## config.mk

```make
export PLATFORM = sky130hd
export DESIGN_NAME = fmv_src_scheduler_flat
export DESIGN_NICKNAME = d
export VERILOG_FILES = /design/src/rtl/fmv_src_scheduler_if.sv /design/src/rtl/fmv_src_scheduler.sv /design/src/flat_wrapper.sv
export SDC_FILE = /design/constraint.sdc
export NUM_CORES = 1
export LEC_CHECK = 0
export CAP_MARGIN = 10
export CORE_AREA = 2 2 87 64
export DETAILED_ROUTE_END_ITERATION = 8
export DIE_AREA = 0 0 89 66
export GPL_TIMING_DRIVEN = 0
export PLACE_DENSITY = 0.8
export SYNTH_ARGS = -nofsm -noshare
export SYNTH_HDL_FRONTEND = slang
export SYNTH_SLANG_ARGS = --single-unit
```

## constraint.sdc

```tcl
create_clock -name clk30_i -period 3.2 [get_ports clk30_i]
set_input_delay 0.48 -clock clk30_i [delete_from_list [all_inputs] [get_ports clk30_i]]
set_output_delay 0.48 -clock clk30_i [all_outputs]
set_load 0.02 [all_outputs]
```

## src/rtl/fmv_src_scheduler_if.sv

```systemverilog
// Handshake/config bundle between the FMV scheduler and its surroundings.
// Pure wiring: no latency of its own.
// No backpressure: strobes and pulses are single-cycle and never stalled.
interface fmv_src_scheduler_if #(
  parameter int XW = 9,
  parameter int YW = 9
);
  logic          enable;
  logic          cfg_vcd_mode;
  logic [XW-1:0] cfg_x_skip;
  logic [XW-1:0] cfg_width;
  logic [YW-1:0] cfg_lines;
  logic          frame_start;
  logic          line_start;
  logic          newpixel;
  logic          fifo_avail;
  logic          vcd_mode;
  logic          src_reset;
  logic          pix_pop;
  logic          pix_show;
  logic          pix_blank;
  logic [XW-1:0] pix_x;
  logic          frame_done;
  logic          underrun;

  // Driver side: timing generator, converter and FIFO status
  modport master (
    output enable, cfg_vcd_mode, cfg_x_skip, cfg_width, cfg_lines,
    output frame_start, line_start, newpixel, fifo_avail,
    input  vcd_mode, src_reset, pix_pop, pix_show, pix_blank, pix_x,
    input  frame_done, underrun
  );

  // Scheduler side
  modport slave (
    input  enable, cfg_vcd_mode, cfg_x_skip, cfg_width, cfg_lines,
    input  frame_start, line_start, newpixel, fifo_avail,
    output vcd_mode, src_reset, pix_pop, pix_show, pix_blank, pix_x,
    output frame_done, underrun
  );
endinterface

```

## src/rtl/fmv_src_scheduler.sv

```systemverilog
// FMV sample-rate-converter sequencer: mode select, per-line phase reset, cropped FIFO pops.
// Latency: pop/show/blank/pix_x/frame_done combinational from newpixel; vcd_mode/src_reset one edge.
// Backpressure: none; an empty FIFO in the display window yields a blank slot and a sticky underrun.
module fmv_src_scheduler #(
  parameter int XW = 9,
  parameter int YW = 9
) (
  input  logic                  clk30_i,
  input  logic                  reset_n_i,
  fmv_src_scheduler_if.slave    bus
);

  localparam logic [2:0] ST_IDLE   = 3'd0;
  localparam logic [2:0] ST_WFRAME = 3'd1;
  localparam logic [2:0] ST_WLINE  = 3'd2;
  localparam logic [2:0] ST_SKIP   = 3'd3;
  localparam logic [2:0] ST_ACTIVE = 3'd4;

  logic [2:0]    state_q, state_d;
  logic          vcd_mode_q, vcd_mode_d;
  logic          src_reset_q, src_reset_d;
  logic          underrun_q, underrun_d;
  logic [XW-1:0] x_q, x_d;
  logic [YW-1:0] line_q, line_d;

  logic [XW-1:0] x_inc;
  logic [YW-1:0] line_inc;
  logic          quiet;     // enabled and no frame/line pulse this cycle
  logic          strobe;    // a newpixel that may be consumed
  logic          line_go;   // line_start that (re)starts a line this cycle
  logic          line_end;
  logic          pop, show, blank, fdone;

  assign x_inc    = x_q + XW'(1);
  assign line_inc = line_q + YW'(1);
  assign quiet    = bus.enable && !bus.frame_start && !bus.line_start;
  assign strobe   = quiet && bus.newpixel;

  // A frame_start with a coincident line_start starts line 0 at once; otherwise
  // line_start only matters while a line is pending or in progress.
  assign line_go = bus.enable && bus.line_start &&
                   (bus.frame_start ? (bus.cfg_lines != '0)
                                    : (state_q == ST_WLINE || state_q == ST_SKIP ||
                                       state_q == ST_ACTIVE));

  // Zero-latency pixel slot decode so the FIFO pops on the same edge as the strobe
  always_comb begin
    pop      = 1'b0;
    show     = 1'b0;
    blank    = 1'b0;
    line_end = 1'b0;
    if (state_q == ST_SKIP && strobe) begin
      pop = bus.fifo_avail;
    end
    if (state_q == ST_ACTIVE && quiet) begin
      if (bus.cfg_width == '0) begin
        line_end = 1'b1;
      end else if (bus.newpixel) begin
        show     = 1'b1;
        pop      = bus.fifo_avail;
        blank    = !bus.fifo_avail;
        line_end = (x_inc == bus.cfg_width);
      end
    end
  end

  assign fdone = line_end && (line_inc == bus.cfg_lines);

  // Next-state: frame_start reloads everything, line_start restarts the line, else walk the line
  always_comb begin
    state_d     = state_q;
    vcd_mode_d  = vcd_mode_q;
    src_reset_d = 1'b0;
    underrun_d  = underrun_q;
    x_d         = x_q;
    line_d      = line_q;
    if (!bus.enable) begin
      state_d = ST_IDLE;
    end else if (bus.frame_start) begin
      vcd_mode_d  = bus.cfg_vcd_mode;
      src_reset_d = (bus.cfg_vcd_mode != vcd_mode_q);
      underrun_d  = 1'b0;
      line_d      = '0;
      state_d     = (bus.cfg_lines == '0) ? ST_WFRAME : ST_WLINE;
    end else if (!line_go) begin
      case (state_q)
        ST_IDLE: state_d = ST_WFRAME;
        ST_SKIP: begin
          if (strobe) begin
            if (x_inc == bus.cfg_x_skip) begin
              x_d     = '0;
              state_d = ST_ACTIVE;
            end else begin
              x_d = x_inc;
            end
          end
        end
        ST_ACTIVE: begin
          if (blank) underrun_d = 1'b1;
          if (line_end) begin
            line_d  = line_inc;
            state_d = fdone ? ST_WFRAME : ST_WLINE;
          end else if (show) begin
            x_d = x_inc;
          end
        end
        default: ;
      endcase
    end
    if (line_go) begin
      src_reset_d = 1'b1;
      x_d         = '0;
      state_d     = (bus.cfg_x_skip != '0) ? ST_SKIP : ST_ACTIVE;
    end
  end

  // State registers; the converter is held in reset while reset_n is low
  always_ff @(posedge clk30_i or negedge reset_n_i) begin
    if (!reset_n_i) begin
      state_q     <= ST_IDLE;
      vcd_mode_q  <= 1'b0;
      src_reset_q <= 1'b1;
      underrun_q  <= 1'b0;
      x_q         <= '0;
      line_q      <= '0;
    end else begin
      state_q     <= state_d;
      vcd_mode_q  <= vcd_mode_d;
      src_reset_q <= src_reset_d;
      underrun_q  <= underrun_d;
      x_q         <= x_d;
      line_q      <= line_d;
    end
  end

  assign bus.vcd_mode   = vcd_mode_q;
  assign bus.src_reset  = src_reset_q;
  assign bus.underrun   = underrun_q;
  assign bus.pix_pop    = pop;
  assign bus.pix_show   = show;
  assign bus.pix_blank  = blank;
  assign bus.frame_done = fdone;
  assign bus.pix_x      = (state_q == ST_ACTIVE) ? x_q : '0;

endmodule

```

## src/flat_wrapper.sv

```systemverilog
// flat-port wrapper written by rule: the top's interface ports become plain ports
module fmv_src_scheduler_flat 
#(
  parameter int XW = 9,
  parameter int YW = 9
)
  (clk30_i, reset_n_i, bus_enable, bus_cfg_vcd_mode, bus_cfg_x_skip, bus_cfg_width, bus_cfg_lines, bus_frame_start, bus_line_start, bus_newpixel, bus_fifo_avail, bus_vcd_mode, bus_src_reset, bus_pix_pop, bus_pix_show, bus_pix_blank, bus_pix_x, bus_frame_done, bus_underrun);
  fmv_src_scheduler_if #(.XW(XW), .YW(YW)) bus_i ();
  input  logic clk30_i;
  input  logic reset_n_i;
  input wire logic [$bits(bus_i.enable)-1:0] bus_enable;
  input wire logic [$bits(bus_i.cfg_vcd_mode)-1:0] bus_cfg_vcd_mode;
  input wire logic [$bits(bus_i.cfg_x_skip)-1:0] bus_cfg_x_skip;
  input wire logic [$bits(bus_i.cfg_width)-1:0] bus_cfg_width;
  input wire logic [$bits(bus_i.cfg_lines)-1:0] bus_cfg_lines;
  input wire logic [$bits(bus_i.frame_start)-1:0] bus_frame_start;
  input wire logic [$bits(bus_i.line_start)-1:0] bus_line_start;
  input wire logic [$bits(bus_i.newpixel)-1:0] bus_newpixel;
  input wire logic [$bits(bus_i.fifo_avail)-1:0] bus_fifo_avail;
  output wire logic [$bits(bus_i.vcd_mode)-1:0] bus_vcd_mode;
  output wire logic [$bits(bus_i.src_reset)-1:0] bus_src_reset;
  output wire logic [$bits(bus_i.pix_pop)-1:0] bus_pix_pop;
  output wire logic [$bits(bus_i.pix_show)-1:0] bus_pix_show;
  output wire logic [$bits(bus_i.pix_blank)-1:0] bus_pix_blank;
  output wire logic [$bits(bus_i.pix_x)-1:0] bus_pix_x;
  output wire logic [$bits(bus_i.frame_done)-1:0] bus_frame_done;
  output wire logic [$bits(bus_i.underrun)-1:0] bus_underrun;
  assign bus_i.enable = bus_enable;
  assign bus_i.cfg_vcd_mode = bus_cfg_vcd_mode;
  assign bus_i.cfg_x_skip = bus_cfg_x_skip;
  assign bus_i.cfg_width = bus_cfg_width;
  assign bus_i.cfg_lines = bus_cfg_lines;
  assign bus_i.frame_start = bus_frame_start;
  assign bus_i.line_start = bus_line_start;
  assign bus_i.newpixel = bus_newpixel;
  assign bus_i.fifo_avail = bus_fifo_avail;
  assign bus_vcd_mode = bus_i.vcd_mode;
  assign bus_src_reset = bus_i.src_reset;
  assign bus_pix_pop = bus_i.pix_pop;
  assign bus_pix_show = bus_i.pix_show;
  assign bus_pix_blank = bus_i.pix_blank;
  assign bus_pix_x = bus_i.pix_x;
  assign bus_frame_done = bus_i.frame_done;
  assign bus_underrun = bus_i.underrun;
  fmv_src_scheduler #(.XW(XW), .YW(YW)) u_core (.clk30_i(clk30_i), .reset_n_i(reset_n_i), .bus(bus_i));
endmodule
```

==> flow_metrics.env <==
export IMPL_outcome="finished, final reports clean"
export IMPL_cts_buffers=3
export IMPL_clkTransAtPathRegs_ns=0.10
export IMPL_synthesis_nets=359
export IMPL_die_area_um2=5870
export IMPL_dp_hpwl_um=5930
export IMPL_place_congestion=0.948
export IMPL_fin_crit_ns=3.06
export IMPL_p_leak_nw=1.29
export IMPL_worstReg2RegEnd="u_core.state_q[0]"
export IMPL_synth_cell_types=63
export IMPL_clock_root_buffer="clkbuf_8"
export IMPL_endpoint_kind="output pin"
export IMPL_worst_path_max_fanout=4
export IMPL_start_kind="primary input"
export IMPL_yosysWarnings=0
export IMPL_synth_top_cell_area_share_pct=22.3
export IMPL_diodes=0
export IMPL_skew_ns=0.0114
export IMPL_die_y_um=66
export IMPL_total_power_mw=1.20
export IMPL_worstHoldStart="u_core.bus.underrun"
export IMPL_worst_pin_slew_ns=0.709
export IMPL_worstSetupPathType="primary input to output pin"
export IMPL_cts_hold_buf=0
export IMPL_core_rowCount=22
export IMPL_grt_pass1_wl_um=12800
export IMPL_holdWs_ns=0.504
export IMPL_synthArstFlopShare_pct=100
export IMPL_synth_area_um2=2580
export IMPL_fp_coreArea_um2=5060
export IMPL_synthTopCellsByArea="dfrtp_1, xnor2_1, nand2_1, nand3_1, xor2_1"
export IMPL_hold_path_depth=1
export IMPL_arrival_ns=2.58
export IMPL_ant_nets=0
export IMPL_antenna_found_initial=0
export IMPL_maxCapViolations=0
export IMPL_viasPerCell=6.27
export IMPL_irDropWorstVdd_mv=0.202
export IMPL_grt_overflow_total=0
export IMPL_yosysSeqAreaShare_pct=23.3
export IMPL_cts_buffer_depth=2
export IMPL_max_freq_mhz=327
export IMPL_pin_count=51
export IMPL_htree_levels=1
export IMPL_nets=415
export IMPL_grt_pass1_vias=2665
export IMPL_stdcell_area_um2=3330
export IMPL_clock_sinks=24
export IMPL_drc=0
export IMPL_ys_flop_type="dfrtp_1"
export IMPL_drive_above_1_share_pct=13.5
export IMPL_finalSetupViolations=0
export IMPL_drv_slew=0
export IMPL_min_to="u_core.bus.underrun"
export IMPL_rsz0062_at_grt="false"
export IMPL_grt_usage_pct=28.2
export IMPL_period_share_pct=95.6
export IMPL_synth_top_area_cell="dfrtp_1"
export IMPL_synth_edf_count=0
export IMPL_die_x_um=89
export IMPL_drt_iter0_markers=235
export IMPL_placed_area_um2=3170
export IMPL_r2r_start="u_core.x_q[1]"
export IMPL_cts_tree="done"
export IMPL_drt_pre_antenna_iters=5
export IMPL_syn2layout_area_growth_pct=28.7
export IMPL_power_density_nw_per_um2=359
export IMPL_relSlewSlack_pct=52.5
export IMPL_final_setup_tns_ns=0
export IMPL_regToRegSetupSlack_ns=0.36
export IMPL_initial_core_util_pct=51.0
export IMPL_wire_per_inst_um=17.6
export IMPL_clock_latency_ns=0.28
export IMPL_io_buffers=49
export IMPL_syn_area_per_cell_um2=8.03
export IMPL_netlist_instances=322
export IMPL_reg2regPathDepth=9
export IMPL_grt_max_degree=25
export IMPL_crit_required_ns=2.72
export IMPL_synth_seq_cells=24
export IMPL_vias=2815
export IMPL_hold_violations=0
export IMPL_hold_path_class="register to register"
export IMPL_wl_um=7890
[metal layers]
metal / wire length [um] / track usage, % / vias up
met5: 0 / 0 / -
met3: 795 / 4.87 / 10
met2: 3470 / 42.9 / 151
met1: 3550 / 41.5 / 1343
met4: 80 / 6.90 / 0
li1: - / - / 1311
[per-stage QoR]
step | cells | utilization, % | worst slack (ns)
floorplan | 322 | - | 0.455
global placement | 443 | 62.5 | -0.320
detailed placement | 443 | 62.5 | -0.386
CTS | 448 | 64.4 | 0.0560
global route | 449 | 65.7 | 0.00181
finish | 449 | 65.7 | 0.142
[layout by cell type, fill, tap and decap left out, types with 3 or more instances in the layout]
master           instances
a21oi_1                  5
a22oi_1                  5
and2_1                  11
and3_1                   8
and4_1                   3
buf_2                   11
clkbuf_1                 4
clkbuf_8                 4
clkdlybuf4s50_1         48
dfrtp_1                 20
dfrtp_2                  3
inv_1                    8
mux2_2                   5
mux2i_1                  3
nand2_1                 30
nand2b_1                 8
nand3_1                 20
nand4_1                  6
nor2_1                  20
nor2b_1                 11
nor3_1                   8
nor4_1                   6
o21a_1                   3
o21ai_0                 17
o2bb2a_1                 4
o2bb2ai_1                4
o31ai_1                  7
or3_1                    3
or4_1                    6
xnor2_1                 15
xnor3_1                  3
xor2_1                  10
[registers in the layout, summed over array words and instances (netlist names)]
| register | flops |
|---|---|
| u_core.bus.src_reset | 1 |
| u_core.bus.underrun | 1 |
| u_core.bus.vcd_mode | 1 |
| u_core.line_q | 9 |
| u_core.state_q | 3 |
| u_core.x_q | 9 |
[how the worst max path moves through the flow]
stage | endpoint | slack, ns | start | cells after the start
after CTS | bus_frame_done | 0.06 | u_core.line_q[1] | 8
after detailed placement | bus_frame_done | -0.39 | bus_cfg_width[4] | 8
after global routing | bus_frame_done | 0.002 | u_core.line_q[2] | 8
final | bus_pix_pop | 0.14 | bus_line_start | 7
after global placement | bus_frame_done | -0.32 | bus_cfg_width[4] | 8
after floorplan | bus_frame_done | 0.46 | u_core.line_q[0] | 7
[logic make-up (layout without fill, tap and decap cells)]
kind of cell	after synthesis	count (layout)	synth area share, %
xor gates and xnor gates	30	30	11.8
adders and majority gates	2	2	0.968
DFF	24	24	23.3
buffers and inverters	25	80	4.55
AOI/OAI and AO/OA	73	73	20.9
muxes	8	8	3.34
and+or+nand+nor	160	160	35.2
[power breakdown]
| part | leakage [nW] | total (mW) | switching (mW) | internal (mW) |
|---|---|---|---|---|
| registers | 0.275 | 0.402 | 0.0567 | 0.345 |
| logic | 0.989 | 0.573 | 0.309 | 0.263 |
| clock network | 0.0288 | 0.220 | 0.110 | 0.110 |
[final cells by class]
class,instances,area (um^2)
plain buffers,16,83.8
clock buffers,4,55.1
fillers,456,1740
inverters,9,33.8
multi-input cells,273,1950
flip-flops and latches,24,606
well taps,72,90.1
repair buffers,51,508
[worst max-delay path: stages]
cell,delay (ns)
clkdlybuf4s50_1,0.50
nand2b_1,0.26
nor3_4,0.25
nand2_1,0.15
o21a_1,0.18
nor2b_1,0.13
clkdlybuf4s50_1,0.62
[cells in the mapped netlist, types with 4 or more instances]
master / n
inv_1: 8
nand4_1: 6
clkbuf_1: 4
o2bb2ai_1: 5
mux2_2: 5
o31ai_1: 7
or4_1: 6
o21ai_0: 17
nor3_1: 8
xor2_1: 11
nor2b_1: 11
buf_2: 10
a22oi_1: 5
dfrtp_1: 23
xnor2_1: 16
o2bb2a_1: 4
and3_1: 8
a21oi_1: 5
nand3_1: 21
nor4_1: 7
and2_1: 11
nand2b_1: 8
nand2_1: 30
nor2_1: 20
[what timing repair did]
| item | in CTS | in global routing |
|---|---|---|
| buffers inserted | 1 | 0 |
| endpoints found under the hold margin | 0 | 0 |
| endpoints found under the setup margin | 1 | 10 |
| gates resized for setup | 13 | 9 |
No activity file was read; power rests on OpenSTA's default activity.
